$ cat src/rtl/bus_arbiter_ctrl.sv
// Clocked round-robin bus-ownership controller wrapped around a combinational arbiter slice.
// Turns the slice's single-cycle decision into a held tenure with release, timeout and rotation.
module bus_arbiter_ctrl #(
  parameter int unsigned N        = 4,
  parameter int unsigned HOLD_MAX = 16
) (
  input  logic         clk,
  input  logic         reset,
  input  logic [N-1:0] req,
  input  logic [N-1:0] done,
  output logic [N-1:0] gnt,
  output logic         busy,
  output logic         err,
  output logic [N-1:0] arb_request,
  output logic [N-1:0] arb_rotate,
  input  logic [N-1:0] arb_grant
);

  localparam int unsigned   TW        = (HOLD_MAX == 0) ? 1 : $clog2(HOLD_MAX + 1);
  localparam bit            TimeoutEn = (HOLD_MAX != 0);
  localparam logic [TW-1:0] TimerLast = TW'((HOLD_MAX == 0) ? 0 : HOLD_MAX - 1);

  typedef enum logic [1:0] {StIdle, StOwn, StGap} state_e;

  state_e        state_q;
  logic [TW-1:0] timer_q;
  logic          grant_nonzero;
  logic          grant_one_hot;
  logic          release_own;

  assign grant_nonzero = (arb_grant != '0);
  assign grant_one_hot = grant_nonzero && ((arb_grant & (arb_grant - N'(1))) == '0);

  // gnt is one-hot in OWN, so masking with it selects the owner's bits.
  assign release_own = (|(gnt & done)) || !(|(gnt & req)) ||
                       (TimeoutEn && (timer_q == TimerLast));

  assign busy        = (state_q == StOwn);
  assign arb_request = (state_q == StIdle) ? req : '0;

  always_ff @(posedge clk) begin
    if (reset) begin
      state_q    <= StIdle;
      gnt        <= '0;
      err        <= 1'b0;
      timer_q    <= '0;
      arb_rotate <= N'(1);
    end else begin
      case (state_q)
        StIdle: begin
          if (grant_one_hot) begin
            gnt     <= arb_grant;
            timer_q <= '0;
            state_q <= StOwn;
          end else if (grant_nonzero) begin
            err <= 1'b1;
          end
        end
        StOwn: begin
          if (release_own) begin
            gnt        <= '0;
            arb_rotate <= {gnt[N-2:0], gnt[N-1]};
            state_q    <= StGap;
          end else if (timer_q != '1) begin
            timer_q <= timer_q + TW'(1);
          end
        end
        StGap: begin
          state_q <= StIdle;
        end
        default: begin
          state_q <= StIdle;
          gnt     <= '0;
        end
      endcase
    end
  end

endmodule

$ cat config.mk
export PLATFORM = sky130hd
export DESIGN_NAME = bus_arbiter_ctrl
export DESIGN_NICKNAME = d
export VERILOG_FILES = /design/src/rtl/bus_arbiter_ctrl.sv
export SDC_FILE = /design/constraint.sdc
export NUM_CORES = 1
export LEC_CHECK = 0
export CAP_MARGIN = 10
export CORE_UTILIZATION = 50
export CTS_CLUSTER_DIAMETER = 120
export DETAILED_ROUTE_END_ITERATION = 16
export HOLD_SLACK_MARGIN = 0.1
export PLACE_DENSITY = 0.94
export SYNTH_ARGS = -nofsm -noshare
export SYNTH_HDL_FRONTEND = slang
export SYNTH_SLANG_ARGS = --single-unit
$ cat constraint.sdc
create_clock -name clk -period 5.97 [get_ports clk]
set_clock_uncertainty 0.15 [all_clocks]
set_input_delay 1.194 -clock clk [delete_from_list [all_inputs] [get_ports clk]]
set_output_delay 1.194 -clock clk [all_outputs]
set_load 0.02 [all_outputs]
==> out/results.txt <==
Status = completed
Global-route wire length before repair = 3443 um
PwrDens = 184.6 mW/mm^2
Worst R2R Start = timer_q[0]
Sw frac = 30.20%
TritonCTS Buffers = 3
Nets = 151
Crit path cell chain = clkdlybuf4s50_1 > and2_1 > clkdlybuf4s50_1
Hold path endpoint = err
Top_reg_cell synth = dfxtp_1
Fraction of registers with async set/reset = 0%
NetSw = 0.07295 mW
Setup bufs post-CTS = 0
Finish-stage setup viols = 0
First drt pass iteration count = 4
RSZ-0062 raised after global routing = no
Required @ worst endpoint = 4.63 ns
Critical path class = input pin to output port
Arrival time worst endpoint = 2.42 ns
Most used cell, CP = clkdlybuf4s50_1
I/O pins = 28
Cell Area, Synth = 0.001002 sq mm
Setup_tns = 0 ns
Final wirelength = 2254 um
Avg Inst Size Synth = 9.455 sq um
Area after DPL = 0.001286 sq mm
Pleak = 0.4904 nW
Initial Util = 55.62%
Layout cell share with drive strength beyond 1 = 12.12%
Unique masters post-synth = 37
Fillers = 135
Root buf cell = clkbuf_4
CTS resizes = 0
Die Wd = 46.77 um
GRT Residual Overflow = 0
Total number of vias = 886
EDFF count, synth = 0
Slew Limit Headroom = 50.07%
CP max stage delay = 0.60 ns
Reg power frac = 47.3%
Worst-Margin Slew = 0.7466 ns
Min Tclk post-route = 3.766 ns
Design area = 0.001309 sq mm
Max Cap Viol = 0
Internal Dissipation = 0.1686 mW
I/O Buffers = 27
Post-synth top area share = 31.96%
CTS H-Tree Depth = 1
Most frequent cell after synthesis = dfxtp_1
Synth cell count leaders = 16 x dfxtp_1, 8 x nand2b_1, 8 x nor2_1
Core box area = 0.001802 sq mm
Die Height = 46.77 um
Syn nets = 123
All-layer global routing usage = 22.19%
Hold Vio Cnt, Final = 0
Register area = 320.3 sq um
Worst r2r dst = timer_q[0]
Detail Placement HPWL = 1749 um
Synth Instances = 106
Tcrit/Tclk final = 63.08%
CP bufs+invs = 2
Max Freq = 265.6 MHz
Antenna diode count = 0
# DRC = 0
Comb pwr share = 29.5%
Hold Path Depth = 2
Post-CTS Hold Buffers = 0
Ys Warns = 0
Vias in the first global route = 852
Max-slew violations = 0
RD Place Congestion = 0.8470
Worst skew pair latency = 0.28 ns
Total clock sinks = 16
Yosys reg bits = 16
Largest area contributor in the netlist = dfxtp_1
Largest net degree at the start of global routing = 24
FP Rows = 15
Hold path startpoint = err
Multi-input logic area = 638.1 sq um
Critical path's top delay family = buffers and inverters
Main area contributors after synthesis = dfxtp_1 32%, mux2i_1 5.0%, nand2b_1 5.0%, o32ai_2 4.9%, and2_1 3.7%
Area grow syn2layout = 30.59%
Register area share after synthesis = 31.96%
Flop2flop setup slack = 3.68 ns
Slowest library cell on the worst path = clkdlybuf4s50_1
CTS tree = built
Initial antenna violation count = 0
CP Max Fanout = 2
Clock share of power = 23.2%
CP endpoint kind = output port
Clock Tree Buf Depth = 2
Iter 0 DRT Violations = 15
Hold crit path type = flop to flop
ANT nets after route = 0
Reg2reg path depth = 7
WL/cell = 14.36 um
Peak supply drop = 0.1542 mV
Vias per inst = 5.643
CTS clk-pin slew, worst paths = 0.08 ns
CP Launch Type = input pin
Die area = 0.002187 sq mm
==> tightest hold or removal path, cell delays in order, from the launching register on <==
cell	delay [ns]
dfxtp_1	0.32
inv_1	0.05
a21oi_1	0.05
==> cell families after synthesis <==
kind of cell             synth area share (%)
AO/OA/AOI/OAI                           24.60
AND/OR/NAND/NOR                         26.47
XOR/XNOR                               0.8741
multiplexers                            7.990
flip-flops                              31.96
adder cells (fa/ha/maj)                 3.746
buffers and inverters                   4.370
==> sequential cells by signal, summed over array words and instances (netlist names) <==
signal      cells
arb_rotate      4
err             1
gnt             4
state_q         2
timer_q         5
==> metrics by stage <==
| stage | worst slack [ns] | power, mW | hold WS [ns] | instances | util (%) |
|---|---|---|---|---|---|
| 3_3_place_gp | 2.250 | 0.1853 | 0.2865 | 154 | 71.39 |
| 6_report | 2.204 | 0.2415 | 0.3054 | 157 | 72.64 |
| 3_5_place_dp | 2.204 | 0.1878 | 0.2927 | 154 | 71.39 |
| 5_1_grt | 2.157 | 0.2535 | 0.3488 | 157 | 72.64 |
| 2_1_floorplan | 3.222 | 0.1595 | 0.2911 | 106 | - |
| 4_1_cts | 2.195 | 0.2433 | 0.3056 | 157 | 72.64 |
==> worst max-delay path by stage <==
stage,start,endpoint,slack [ns],depth (start not counted)
after global placement,req[2],arb_request[2],2.25,3
after CTS,req[3],arb_request[3],2.20,3
after global routing,req[1],arb_request[1],2.16,3
after floorplan,req[0],arb_request[0],3.22,1
final,req[3],arb_request[3],2.20,3
after detailed placement,req[3],arb_request[3],2.20,3
==> power by group through the flow <==
stage               Clock (mW)  Combinational [mW]  Sequential (mW)
finish                  0.0559              0.0713            0.114
global route            0.0626              0.0759            0.115
CTS                     0.0578              0.0712            0.114
detailed placement           0              0.0710            0.117
global placement             0              0.0688            0.116
floorplan                    0              0.0399            0.120
==> cell usage in the layout (no fill, tap or decap), types with 2 or more instances in the layout <==
cell type,netlist,layout
o32ai_2,3,3
o21ai_0,2,2
and2_1,6,6
clkdlybuf4s50_1,0,27
nand4b_1,2,2
ha_1,3,3
inv_1,7,7
a21oi_1,7,7
o21bai_1,3,3
mux2i_1,5,5
nor3_1,3,3
nand3_1,2,2
a22oi_1,2,2
nand2b_1,8,8
dfxtp_1,16,16
nor2_1,8,8
mux2_4,2,2
nand2_1,2,2
nor2b_1,3,3
nor4b_2,2,2
clkbuf_4,0,3
==> metal layers <==
metal | wire length (um) | global-route usage (%) | up-vias
met5 | 0 | 0 | -
met4 | 13 | 10.86 | 0
met3 | 97 | 3.462 | 2
met2 | 1115 | 40.28 | 27
met1 | 1028 | 25.12 | 418
li1 | - | - | 439
==> area by class of cell <==
type | count | area share (%)
Multi-Input combinational cell | 79 | 48.76
Sequential cell | 16 | 24.47
Timing Repair Buffer | 27 | 20.65
Tap cell | 25 | 2.390
Inverter | 7 | 2.008
Clock buffer | 3 | 1.721
(Power assumes the default switching activity.)
